`src/rtl/boc_prn_nco_gen.sv`:
```
// boc_prn_nco_gen: NCO-driven BOC spreading-code generator for one correlator
// channel of the B1 receiver.
//
// A phase accumulator advances a chip counter. The counter plus a code offset
// addresses an external async-read code ROM. The returned chip is registered
// as the prompt chip, XORed with a square subcarrier, and fed into a
// half-chip-spaced tap delay line.
//
// Ports:
//   rx_clk, rx_rst_n   clock (rising edge) / async active-low reset
//   rx_en              clock enable for every register (rx_load bypasses it)
//   rx_fcw             code-rate frequency control word
//   rx_mode            0 = track (fixed offset), 1 = acquisition (step per epoch)
//   rx_load            restart at chip 0 with offset rx_start_idx
//   rx_start_idx       offset applied by rx_load
//   rx_rom_data        ROM[tx_rom_addr], same cycle
//   tx_rom_addr        registered code index (chip_cnt + offset) mod CODE_LEN
//   tx_chip, tx_boc    prompt chip / chip XOR subcarrier
//   tx_taps            tap k = prompt delayed k*TAP_SP half-chips
//   tx_tick            new chip presented
//   tx_sop, tx_eop     chip 0 / last chip presented
//   tx_chip_cnt        chip count of tx_chip
//   tx_offset          current code offset
//   tx_epoch           completed code periods
//   tx_acc             phase accumulator
module boc_prn_nco_gen #(
    parameter int ACC_WIDTH = 32,
    parameter int CODE_LEN  = 4092,
    parameter int PHS_WIDTH = 12,
    parameter int BOC_M     = 1,
    parameter int ACQ_STEP  = 4,
    parameter int N_TAP     = 3,
    parameter int TAP_SP    = 2
) (
    input  logic                 rx_clk,
    input  logic                 rx_rst_n,
    input  logic                 rx_en,
    input  logic [ACC_WIDTH-1:0] rx_fcw,
    input  logic                 rx_mode,
    input  logic                 rx_load,
    input  logic [PHS_WIDTH-1:0] rx_start_idx,
    input  logic                 rx_rom_data,
    output logic [PHS_WIDTH-1:0] tx_rom_addr,
    output logic                 tx_chip,
    output logic                 tx_boc,
    output logic [N_TAP-1:0]     tx_taps,
    output logic                 tx_tick,
    output logic                 tx_sop,
    output logic                 tx_eop,
    output logic [PHS_WIDTH-1:0] tx_chip_cnt,
    output logic [PHS_WIDTH-1:0] tx_offset,
    output logic [15:0]          tx_epoch,
    output logic [ACC_WIDTH-1:0] tx_acc
);

    localparam int TAP_DEPTH = (N_TAP - 1) * TAP_SP + 1;
    // Bit toggling 2*BOC_M times per chip period.
    localparam int SUB_BIT = ACC_WIDTH - $clog2(2 * BOC_M);
    localparam logic [PHS_WIDTH:0] LEN_X  = (PHS_WIDTH + 1)'(CODE_LEN);
    localparam logic [PHS_WIDTH:0] LAST_X = (PHS_WIDTH + 1)'(CODE_LEN - 1);
    localparam logic [PHS_WIDTH:0] STEP_X = (PHS_WIDTH + 1)'(ACQ_STEP);

    // Operands are both < CODE_LEN, so one conditional subtract suffices.
    function automatic logic [PHS_WIDTH-1:0] mod_len(input logic [PHS_WIDTH:0] v);
        logic [PHS_WIDTH:0] r;
        r = (v >= LEN_X) ? v - LEN_X : v;
        return r[PHS_WIDTH-1:0];
    endfunction

    // Stage 1: accumulator, counter, offset, ROM address.
    logic [ACC_WIDTH-1:0] acc_q, acc_d;
    logic [PHS_WIDTH-1:0] chip_cnt_q, chip_cnt_d;
    logic [PHS_WIDTH-1:0] offset_q, offset_d;
    logic [PHS_WIDTH-1:0] rom_addr_q, rom_addr_d;
    logic [15:0]          epoch_q, epoch_d;
    logic                 tick1_q, tick1_d;
    logic                 htick1_q, htick1_d;
    logic                 sub1_q, sub1_d;
    // Stage 2: chip captured from the ROM, aligned with its count and sub-phase.
    logic                 tick2_q, tick2_d;
    logic                 sop_q, sop_d;
    logic                 eop_q, eop_d;
    logic                 chip_q, chip_d;
    logic [PHS_WIDTH-1:0] cnt2_q, cnt2_d;
    logic                 sub2_q, sub2_d;
    logic [TAP_DEPTH-1:0] taps_q, taps_d;

    logic [ACC_WIDTH:0]   sum;
    logic                 carry;
    logic                 half_rise;
    logic                 wrap;
    logic [PHS_WIDTH-1:0] ld_off;

    always_comb begin
        sum       = {1'b0, acc_q} + {1'b0, rx_fcw};
        carry     = sum[ACC_WIDTH];
        half_rise = ~acc_q[ACC_WIDTH-1] & sum[ACC_WIDTH-1];
        wrap      = carry && ({1'b0, chip_cnt_q} == LAST_X);
        ld_off    = ({1'b0, rx_start_idx} >= LEN_X) ? '0 : rx_start_idx;

        acc_d      = acc_q;
        chip_cnt_d = chip_cnt_q;
        offset_d   = offset_q;
        rom_addr_d = rom_addr_q;
        epoch_d    = epoch_q;
        tick1_d    = tick1_q;
        htick1_d   = htick1_q;
        sub1_d     = sub1_q;
        tick2_d    = tick2_q;
        sop_d      = sop_q;
        eop_d      = eop_q;
        chip_d     = chip_q;
        cnt2_d     = cnt2_q;
        sub2_d     = sub2_q;
        taps_d     = taps_q;

        if (rx_en) begin
            tick2_d = tick1_q;
            sop_d   = tick1_q && (chip_cnt_q == '0);
            eop_d   = tick1_q && ({1'b0, chip_cnt_q} == LAST_X);
            sub2_d  = sub1_q;
            if (tick1_q) begin
                chip_d = rx_rom_data;
                cnt2_d = chip_cnt_q;
            end
            if (htick1_q) begin
                taps_d[0] = rx_rom_data;
                for (int i = 1; i < TAP_DEPTH; i++) taps_d[i] = taps_q[i-1];
            end
        end

        if (rx_load) begin
            // A load behaves like a fresh capture of chip 0 so that sop and
            // the prompt tap come out on the usual 2-cycle latency.
            acc_d      = '0;
            chip_cnt_d = '0;
            epoch_d    = '0;
            offset_d   = ld_off;
            rom_addr_d = ld_off;
            tick1_d    = 1'b1;
            htick1_d   = 1'b1;
            sub1_d     = 1'b0;
            taps_d     = '0;
        end else if (rx_en) begin
            acc_d    = sum[ACC_WIDTH-1:0];
            tick1_d  = carry;
            htick1_d = carry | half_rise;
            sub1_d   = sum[SUB_BIT];
            if (carry) begin
                chip_cnt_d = wrap ? '0 : chip_cnt_q + PHS_WIDTH'(1);
                // Offset only moves at the period boundary, never mid-code.
                if (wrap) begin
                    epoch_d = epoch_q + 16'd1;
                    if (rx_mode) offset_d = mod_len({1'b0, offset_q} + STEP_X);
                end
                rom_addr_d = mod_len({1'b0, chip_cnt_d} + {1'b0, offset_d});
            end
        end
    end

    always_ff @(posedge rx_clk or negedge rx_rst_n) begin
        if (!rx_rst_n) begin
            acc_q      <= '0;
            chip_cnt_q <= '0;
            offset_q   <= '0;
            rom_addr_q <= '0;
            epoch_q    <= '0;
            tick1_q    <= 1'b0;
            htick1_q   <= 1'b0;
            sub1_q     <= 1'b0;
            tick2_q    <= 1'b0;
            sop_q      <= 1'b0;
            eop_q      <= 1'b0;
            chip_q     <= 1'b0;
            cnt2_q     <= '0;
            sub2_q     <= 1'b0;
            taps_q     <= '0;
        end else begin
            acc_q      <= acc_d;
            chip_cnt_q <= chip_cnt_d;
            offset_q   <= offset_d;
            rom_addr_q <= rom_addr_d;
            epoch_q    <= epoch_d;
            tick1_q    <= tick1_d;
            htick1_q   <= htick1_d;
            sub1_q     <= sub1_d;
            tick2_q    <= tick2_d;
            sop_q      <= sop_d;
            eop_q      <= eop_d;
            chip_q     <= chip_d;
            cnt2_q     <= cnt2_d;
            sub2_q     <= sub2_d;
            taps_q     <= taps_d;
        end
    end

    always_comb begin
        tx_taps = '0;
        for (int k = 0; k < N_TAP; k++) tx_taps[k] = taps_q[k*TAP_SP];
    end

    assign tx_rom_addr = rom_addr_q;
    assign tx_chip     = chip_q;
    assign tx_boc      = chip_q ^ sub2_q;
    // Event strobes are suppressed while the datapath is frozen.
    assign tx_tick     = tick2_q & rx_en;
    assign tx_sop      = sop_q & rx_en;
    assign tx_eop      = eop_q & rx_en;
    assign tx_chip_cnt = cnt2_q;
    assign tx_offset   = offset_q;
    assign tx_epoch    = epoch_q;
    assign tx_acc      = acc_q;

endmodule

```
`config.mk`:
```
export PLATFORM = sky130hd
export DESIGN_NAME = boc_prn_nco_gen
export DESIGN_NICKNAME = d
export VERILOG_FILES = /design/src/rtl/boc_prn_nco_gen.sv
export SDC_FILE = /design/constraint.sdc
export NUM_CORES = 1
export LEC_CHECK = 0
export CORE_ASPECT_RATIO = 1.25
export CORE_MARGIN = 1.5
export CORE_UTILIZATION = 58
export CTS_CLUSTER_DIAMETER = 40
export DETAILED_ROUTE_END_ITERATION = 7
export GPL_TIMING_DRIVEN = 0
export PLACE_DENSITY = 0.87
export SYNTH_ARGS = -nofsm -noshare
export SYNTH_HDL_FRONTEND = slang
export SYNTH_SLANG_ARGS = --single-unit
```
`constraint.sdc`:
```
create_clock -name rx_clk -period 10.9 [get_ports rx_clk]
set_input_delay 2.725 -clock rx_clk [delete_from_list [all_inputs] [get_ports rx_clk]]
set_output_delay 2.725 -clock rx_clk [all_outputs]
set_load 0.005 [all_outputs]
```
==> results of run 1 <==
[metrics by stage]
| step | cells | util | hold slack [ps] | total power (W) |
|---|---|---|---|---|
| after global placement | 1245 | 0.718 | 465 | 0.000910 |
| after floorplan | 935 | - | 473 | 0.000747 |
| after CTS | 1262 | 0.741 | 493 | 0.00124 |
| after global routing | 1262 | 0.741 | 516 | 0.00131 |
| final | 1262 | 0.741 | 487 | 0.00125 |
| after detailed placement | 1246 | 0.720 | 476 | 0.000920 |
[cells by family (layout without fill, tap and decap cells)]
| kind of cell | after synthesis | in the layout |
|---|---|---|
| buffers and inverters | 79 | 235 |
| AND/OR/NAND/NOR | 341 | 341 |
| multiplexers | 26 | 26 |
| XOR/XNOR | 63 | 63 |
| AO/OA/AOI/OAI | 266 | 266 |
| adder cells (fa/ha/maj) | 52 | 52 |
| flip-flops | 108 | 108 |
[critical path, cell delays in order]
cell	delay, ps
clkdlybuf4s50_1	460
ha_1	220
inv_1	70
fa_1	400
nand2b_1	180
a211o_1	310
a2111o_1	430
a21oi_1	190
o41a_1	180
buf_6	160
and2_1	120
buf_2	220
buf_1	330
nor2_1	100
ha_1	240
fa_1	440
a211oi_1	300
o21ai_0	200
a311oi_1	390
o21bai_1	140
xor2_1	340
a41o_1	210
buf_2	190
nand4_1	130
and4_1	250
a2111oi_2	270
[layer usage]
metal,GRT usage,wire length [microns],vias to the layer above,share of wire
met3,0.0462,1910,82,0.082
met2,0.547,11200,414,0.48
met4,0.155,1070,0,0.046
met5,0,0,-,0
met1,0.403,9150,3713,0.39
li1,-,-,3717,-
[Yosys cell counts, types with 12 or more instances]
cell type / instances / area (sq um)
a21oi_1: 67 / 335
o21ai_0: 64 / 320
nor2_1: 99 / 372
xor2_1: 27 / 236
xnor2_1: 36 / 315
a21o_1: 17 / 128
ha_1: 50 / 626
dfrtp_1: 108 / 2700
nor3_1: 15 / 75.1
nor4_1: 12 / 75.1
nand3_1: 37 / 185
nand4_1: 17 / 106
mux2_2: 13 / 146
inv_1: 22 / 82.6
o31ai_1: 15 / 113
clkbuf_1: 38 / 143
mux2i_1: 13 / 130
and3_1: 17 / 106
nand2_1: 91 / 342
[worst max path at each step]
| stage | endpoint | slack (ps) | depth (start not counted) |
|---|---|---|---|
| after floorplan | tx_rom_addr[7] | 2940 | 25 |
| after global placement | tx_rom_addr[7] | 1700 | 26 |
| after global routing | tx_rom_addr[7] | 1470 | 26 |
| after CTS | tx_rom_addr[7] | 1960 | 26 |
| after detailed placement | tx_rom_addr[7] | 1660 | 26 |
| final | tx_rom_addr[7] | 1920 | 26 |
[power groups by stage]
stage,registers [W],logic [W],clock network (W)
6_report,0.000470,0.000452,0.000325
5_1_grt,0.000474,0.000495,0.000338
4_1_cts,0.000469,0.000447,0.000323
3_5_place_dp,0.000476,0.000444,0
3_3_place_gp,0.000476,0.000434,0
2_1_floorplan,0.000472,0.000275,0
[layout make-up]
| class | count | share of cell area |
|---|---|---|
| Multi-Input combinational cell | 748 | 0.500 |
| Sequential cell | 108 | 0.273 |
| Timing Repair Buffer | 140 | 0.143 |
| Clock buffer | 12 | 0.0249 |
| Buffer | 55 | 0.0247 |
| Tap cell | 171 | 0.0216 |
| Inverter | 24 | 0.00911 |
| Clock inverter | 4 | 0.00329 |
[flip-flops by register name, summed over array words and instances, names as in the netlist]
| signal | flops |
|---|---|
| tx_chip | 1 |
| tx_offset | 12 |
| eop_q | 1 |
| tick2_q | 1 |
| tick1_q | 1 |
| htick1_q | 1 |
| tx_rom_addr | 12 |
| tx_acc | 32 |
| chip_cnt_q | 12 |
| tx_epoch | 16 |
| sop_q | 1 |
| taps_q | 5 |
| tx_chip_cnt | 12 |
| sub2_q | 1 |
==> flow_metrics.py, run 1 <==
metrics = {
    "outcome": {
        "outcome": "finished clean",
    },
    "power": {
        "intPower_w": 0.000811,
        "switching_share": 0.350,
        "seqPwrFrac": 0.377,
        "pwr-share-clk": 0.260,
        "irDropWorstVdd_mv": 0.0814,
        "p_leak_nw": 4.25,
        "p_comb_frac": 0.363,
        "power_density_nw_per_um2": 126,
        "p_switching_w": 0.000436,
    },
    "logic_synthesis": {
        "ys_seq_area_frac": 0.339,
        "avgSynthCellArea_sq_um": 8.54,
        "synth_fa_ha_area_frac": 0.0834,
        "synth_top_family_by_area": "compound AO/OA/AOI/OAI gates",
        "synth.area.mux_share": 0.0346,
        "synth_ff_type": "dfrtp_1",
        "netlist_area_sq_um": 7980,
        "synth_seq_cells": 108,
        "netlist_instances": 935,
        "ys_warn_count": 0,
        "synthSimpleGateAreaFrac": 0.209,
        "synthDistinctLibCells": 74,
        "syn_nets": 1037,
        "synth_edf_count": 0,
        "async_flop_share": 1.00,
        "synth_xor_area_frac": 0.0691,
        "synth-compound-area-share": 0.224,
    },
    "setup_path": {
        "critPathArrivalTime_ps": 9220,
        "r2r_slack_ps": 4370,
        "r2r-start": "tx_acc[0]",
        "critPathCaptureType": "register",
        "crit_start": "rx_fcw[0]",
        "critical_path_class": "in -> reg",
        "critPathMaxFanout": 10,
        "r2r_cells": 25,
        "r2r_end": "tx_rom_addr[7]",
        "crit_path_start_kind": "primary input",
        "required_ps": 11150,
    },
    "die": {
        "io_pins": 142,
        "fp.dieH_microns": 134,
        "die_area_sq_um": 14500,
        "rows": 47,
        "start_util": 0.598,
        "core_sq_um": 13300,
        "die_width_microns": 108,
    },
    "clock_tree": {
        "clock-sinks": 108,
        "cts_setup_buffers": 0,
        "cts.repair.resized": 0,
        "clock-root-buffer": "clkbuf_16",
        "numCtsBuffers": 9,
        "clk_latency_ps": 360,
        "clk_pin_slew_worst_paths_ps": 70,
        "clk_path_buf_depth": 2,
        "tritoncts": "built",
        "htree_levels": 3,
        "cts_hold_buffers": 0,
    },
    "cells_and_area": {
        "diodes": 0,
        "nNetsFinal": 1188,
        "final_cell_mix": "clkdlybuf4s50_1 (138), dfrtp_1 (108), nor2_1 (99)",
        "finalInstanceArea_sq_um": 9890,
        "register_area_sq_um": 2700,
        "layout_commonest_cell": "clkdlybuf4s50_1",
        "drive_above_1_share": 0.0587,
        "fill_cells": 1020,
        "multiInputGateArea_sq_um": 4950,
        "area_growth_pct": 23.9,
    },
    "sta": {
        "fmaxAchievable_ghz": 0.111,
        "period_share": 0.823,
        "slew_viol_final": 0,
        "min_period_ps": 8980,
        "tns_ps": 0,
        "worst_pin_slew_ps": 1020,
        "hold_violations": 0,
        "slew_headroom": 0.314,
        "rsz0062_at_grt": "false",
        "setup_violations": 0,
        "setup_ws_ps": 1920,
        "fin_worst_skew_ps": 11.5,
    },
    "routing": {
        "routed_wirelength_mm": 23.3,
        "drc": 0,
        "avgViaCountPerCell": 6.28,
        "dr.pass1.iters": 5,
        "final_antenna_net_count": 0,
        "drt-wirelength-per-cell_microns": 18.5,
        "via_count": 7926,
        "drtIter0Drc": 576,
    },
    "grt": {
        "grt_max_degree": 71,
        "grt_overflow": 0,
        "grt_pass1_wl_mm": 36.9,
        "grt_usage": 0.323,
        "antenna_found_initial": 0,
        "grt_pass1_vias": 7561,
    },
    "placed_design": {
        "dp_hpwl_mm": 17.2,
        "port_buffers": 139,
        "preCtsSetupSlack_ps": 1660,
        "finalWeightedCongestion": 0.978,
        "placed_area_sq_um": 9610,
    },
    "worst_hold_path": {
        "whs_endpoint": "tx_chip_cnt[0]",
        "hold_class": "reg -> reg",
        "worst_hold_path.num_cells": 2,
        "worstHoldStart": "tx_chip_cnt[0]",
    },
    "flow_run": {
        "maxCapViolations": 0,
    },
}
Power figures use the tool's default switching activity.
==> run 2: changes to the inputs <==
Settings changed: CORE_UTILIZATION 58 to 54, PLACE_DENSITY 0.87 to 0.82.
Clock period 10.9 ns to 9.1 ns, I/O delays scaled along.
==> run 2 against run 1 <==
Global-route usage shrank 2.1 points. Clock skew fell by 2.9 ps. Sequential cell count did not move. Largest power group unchanged. Highest routed layer unchanged.
==> flow_metrics.py, run 2 (synthesized netlist as in run 1, its figures left out) <==
metrics = {
    "grt": {
        "use_met1": 0.375,
        "grt_use_met3": 0.0441,
        "grt_max_degree": 57,
        "gr-usage-met2": 0.514,
        "antenna_found_initial": 1,
        "grt_pass1_vias": 7601,
        "grt_usage": 0.302,
        "grt_pass1_wl_mm": 37.6,
        "grt_overflow": 0,
        "busiest_layer": "met2",
    },
    "setup_path": {
        "critPathArrivalTime_ps": 8700,
        "r2r-start": "tx_acc[0]",
        "critical_path_class": "in -> reg",
        "r2r_slack_ps": 2640,
        "r2r_end": "tx_rom_addr[7]",
        "critPathMaxFanout": 10,
        "crit_path_start_kind": "primary input",
        "critPathCaptureType": "register",
        "r2r_cells": 25,
        "required_ps": 9360,
        "critPathSlowestCell": "clkdlybuf4s50_1",
        "cpPeakStageDelay_ps": 460,
    },
    "routing": {
        "final_antenna_net_count": 0,
        "drc": 0,
        "drtIter0Drc": 531,
        "drt-wirelength-per-cell_microns": 18.3,
        "via_count": 7747,
        "dr.pass1.iters": 4,
        "routed_wirelength_mm": 23.2,
        "avgViaCountPerCell": 6.10,
    },
    "worst_hold_path": {
        "whs_endpoint": "tx_chip_cnt[2]",
        "worstHoldStart": "tx_chip_cnt[2]",
        "hold_class": "reg -> reg",
        "worst_hold_path.num_cells": 1,
    },
    "cells_and_area": {
        "final_cell_mix": "clkdlybuf4s50_1 (138), dfrtp_1 (108), nor2_1 (99)",
        "layout_commonest_cell": "clkdlybuf4s50_1",
        "stdcell_count": 1270,
        "area_growth_pct": 24.2,
        "nNetsFinal": 1188,
        "largest_reg_flops": 32,
        "drive_above_1_share": 0.0596,
    },
    "power": {
        "pwr-share-clk": 0.270,
        "p_switching_w": 0.000519,
        "irDropWorstVdd_mv": 0.105,
        "seqPwrFrac": 0.374,
        "intPower_w": 0.000989,
        "switching_share": 0.344,
        "power_density_nw_per_um2": 152,
        "p_leak_nw": 4.26,
        "p_comb_frac": 0.356,
    },
    "die": {
        "fp.dieH_microns": 139,
        "die_width_microns": 112,
        "core_sq_um": 14400,
        "io_pins": 142,
        "start_util": 0.554,
        "die_area_sq_um": 15500,
        "rows": 49,
    },
    "sta": {
        "period_share": 0.927,
        "min_period_ps": 8440,
        "fin_worst_skew_ps": 8.55,
        "slew_headroom": 0.295,
        "tns_ps": 0,
        "hold_violations": 0,
        "setup_violations": 0,
        "worst_pin_slew_ps": 1050,
        "fmaxAchievable_ghz": 0.119,
        "slew_viol_final": 0,
        "whs_ps": 511,
        "rsz0062_at_grt": "false",
    },
    "clock_tree": {
        "clk_path_buf_depth": 2,
        "numCtsBuffers": 9,
        "cts_setup_buffers": 0,
        "clk_latency_ps": 370,
        "clock-root-buffer": "clkbuf_16",
        "cts_hold_buffers": 0,
        "tritoncts": "built",
        "htree_levels": 3,
        "clk_pin_slew_worst_paths_ps": 80,
        "cts.repair.resized": 0,
        "clock-sinks": 108,
    },
    "placed_design": {
        "dp.cells": 1253,
        "dp_hpwl_mm": 17.5,
        "port_buffers": 139,
        "finalWeightedCongestion": 0.962,
    },
    "flow_run": {
        "maxCapViolations": 0,
    },
    "outcome": {
        "outcome": "finished clean",
    },
}
-- run 2: per-stage QoR --
step           worst slack (ps)  cell area [sq um]   util  power [W]
2_1_floorplan              1590               7980      -   0.000895
3_3_place_gp                373               9600  0.666    0.00109
3_5_place_dp                358               9620  0.668    0.00110
4_1_cts                     679               9920  0.688    0.00151
5_1_grt                     179               9920  0.688    0.00158
6_report                    661               9920  0.688    0.00151
-- run 2: layout make-up --
class	instances	area, sq um
Antenna cell	1	2.50
Buffer	55	244
Clock buffer	10	229
Clock inverter	6	65.1
Fill cell	1215	4490
Inverter	24	90.1
Multi-Input combinational cell	748	4950
Sequential cell	108	2700
Tap cell	178	223
Timing Repair Buffer	140	1420
-- run 2: routing by layer --
layer	vias to the layer above	routed length, microns
met2	282	11300
met5	-	0
met4	0	828
met1	3677	9640
li1	3732	-
met3	56	1410
-- run 2: worst max-delay path by stage --
stage | from | end | slack (ps)
2_1_floorplan | rx_fcw[0] | tx_rom_addr[7] | 1590
3_3_place_gp | rx_fcw[0] | tx_rom_addr[7] | 370
3_5_place_dp | rx_fcw[0] | tx_rom_addr[7] | 360
4_1_cts | rx_fcw[0] | tx_rom_addr[7] | 680
5_1_grt | rx_fcw[0] | tx_rom_addr[7] | 180
6_report | rx_fcw[0] | tx_rom_addr[7] | 660
-- run 2: power groups by stage --
stage	combinational (W)	sequential (W)	clock [W]
after floorplan	0.000330	0.000565	0
after global placement	0.000521	0.000571	0
after detailed placement	0.000530	0.000572	0
after CTS	0.000534	0.000563	0.000409
after global routing	0.000591	0.000570	0.000424
final	0.000537	0.000564	0.000407
-- run 2: critical path: cells and delay by family --
family	cells	cell delay (ps)
buffers and inverters	6	1440
adder cells (fa/ha/maj)	4	1240
AND/OR/NAND/NOR	5	780
AO/OA/AOI/OAI	10	2610
XOR/XNOR	1	340
==> run 3: changes to the inputs <==
Settings changed: CORE_UTILIZATION 54 to 50, DONT_BUFFER_PORTS from default to 1, PLACE_DENSITY 0.82 to default.
==> run 3 against run 2 <==
Via count down 5.5%. Critical path depth down 1. First-iteration DRC count up 18%. Clock power down 3%. Core utilization down 14 points. Clock-buffer cell count down 1. Worst hold slack better by 16 ps.
==> flow_metrics.py, run 3 (synthesized netlist as in run 1, its figures left out) <==
metrics = {
    "outcome": {
        "outcome": "finished clean",
    },
    "sta": {
        "fmaxAchievable_ghz": 0.123,
        "setup_ws_ps": 942,
        "worst_pin_slew_ps": 1040,
        "slew_viol_final": 0,
        "rsz0062_at_grt": "false",
        "min_period_ps": 8160,
        "tns_ps": 0,
        "hold_violations": 0,
        "period_share": 0.897,
        "fin_worst_skew_ps": 9.89,
        "setup_violations": 0,
        "slew_headroom": 0.300,
    },
    "routing": {
        "final_antenna_net_count": 0,
        "avgViaCountPerCell": 6.29,
        "drc": 0,
        "routed_wirelength_mm": 23.5,
        "via_count": 7318,
        "dr.pass1.iters": 5,
        "drtIter0Drc": 626,
        "drt-wirelength-per-cell_microns": 20.2,
    },
    "setup_path": {
        "critPathSlowestCell": "fa_1",
        "critPathCaptureType": "register",
        "cpPeakStageDelay_ps": 450,
        "critPathMaxFanout": 10,
        "critical_path_class": "in -> reg",
        "cp_top_family": "compound AO/OA/AOI/OAI gates",
        "crit_path_start_kind": "primary input",
        "required_ps": 9350,
        "critPathBufInv": 5,
        "critPathArrivalTime_ps": 8410,
    },
    "flow_run": {
        "maxCapViolations": 0,
    },
    "clock_tree": {
        "clk_latency_ps": 360,
        "cts_hold_buffers": 0,
        "htree_levels": 3,
        "cts.repair.resized": 0,
        "numCtsBuffers": 9,
        "clk_path_buf_depth": 2,
        "cts_setup_buffers": 0,
        "clk_pin_slew_worst_paths_ps": 80,
        "clock-sinks": 108,
        "tritoncts": "built",
        "clock-root-buffer": "clkbuf_16",
    },
    "grt": {
        "antenna_found_initial": 0,
        "grt_overflow": 0,
        "grt_usage": 0.284,
        "grt_pass1_vias": 7103,
        "grt_pass1_wl_mm": 36.8,
        "grt_max_degree": 109,
    },
    "cells_and_area": {
        "nNetsFinal": 1048,
        "largest_reg_flops": 32,
        "area_growth_pct": 6.99,
        "diodes": 0,
        "stdcell_count": 1163,
        "layout_commonest_cell": "dfrtp_1",
        "finalInstanceArea_sq_um": 8540,
        "fill_cells": 1487,
        "final_cell_mix": "dfrtp_1 (108), nor2_1 (99), nand2_1 (91)",
        "drive_above_1_share": 0.0673,
    },
    "die": {
        "start_util": 0.513,
        "die_width_microns": 116,
        "rows": 51,
        "die_area_sq_um": 16700,
        "io_pins": 142,
        "fp.dieH_microns": 144,
        "core_sq_um": 15600,
    },
    "placed_design": {
        "port_buffers": 0,
        "finalWeightedCongestion": 0.949,
        "dp_hpwl_mm": 17.9,
        "preCtsSetupSlack_ps": 647,
        "dp.cells": 1147,
        "placed_area_sq_um": 8250,
    },
    "worst_hold_path": {
        "hold_class": "reg -> reg",
    },
    "power": {
        "power_density_nw_per_um2": 163,
        "p_leak_nw": 3.73,
        "irDropWorstVdd_mv": 0.0712,
    },
}
==> run 3: cell types whose count changed in the layout (fill, tap and decap cells not counted) <==
cell             change
clkdlybuf4s50_1    -138
inv_6                +3
buf_16               -1
buf_4                -1
bufinv_16            -1
clkbuf_1             -1
clkinv_2             -1
clkinv_4             -1
clkinv_8             +1
clkinvlp_4           -1
diode_2              -1
inv_8                +1
==> run 3: final timing paths <==
check / start / end / slack, ps / depth (start not counted)
max: rx_fcw[0] / tx_rom_addr[7] / 940 / 25
max in group asynchronous: rx_rst_n / tx_offset[6] / 7330 / 0
max reg2reg: tx_acc[0] / tx_rom_addr[7] / 2420 / 25
min: tx_chip_cnt[1] / tx_chip_cnt[1] / 530 / 2
min in group asynchronous: rx_rst_n / tx_acc[4] / 1600 / 0
min reg2reg: tx_chip_cnt[1] / tx_chip_cnt[1] / 530 / 2
==> run 3: area by class of cell <==
class,instances,area (sq um),share of cell area
Clock buffer,9,225,0.0264
Tap cell,212,265,0.0311
Inverter,24,90.1,0.0105
Clock inverter,7,67.6,0.00791
Sequential cell,108,2700,0.316
Buffer,55,244,0.0286
Multi-Input combinational cell,748,4950,0.579
==> run 3: stage by stage <==
| stage | util | power, W | hold WS (ps) |
|---|---|---|---|
| 6_report | 0.549 | 0.00139 | 526 |
| 5_1_grt | 0.549 | 0.00148 | 551 |
| 4_1_cts | 0.549 | 0.00140 | 533 |
| 3_5_place_dp | 0.530 | 0.00100 | 512 |
| 3_3_place_gp | 0.530 | 0.000992 | 507 |
| 2_1_floorplan | - | 0.000895 | 473 |
==> run 3: tightest hold or removal path, stage by stage, from the launching register on <==
cell	delay (ps)
dfrtp_1	370
nand2_1	60
o21ai_0	60
==> run 3: per-layer routing <==
layer,routed length (microns),vias to the layer above,global-route usage
met5,0,-,0
li1,-,3444,-
met1,9460,3570,0.341
met2,12000,257,0.509
met4,657,0,0.109
met3,1390,47,0.0402
==> run 3: where the power goes <==
group	leakage [nW]	switching [W]	internal, W	total (W)
registers	1.42	0.0000502	0.000522	0.000572
logic	2.17	0.000258	0.000170	0.000428
clock network	0.145	0.000201	0.000193	0.000394
total	3.73	0.000509	0.000885	0.00139
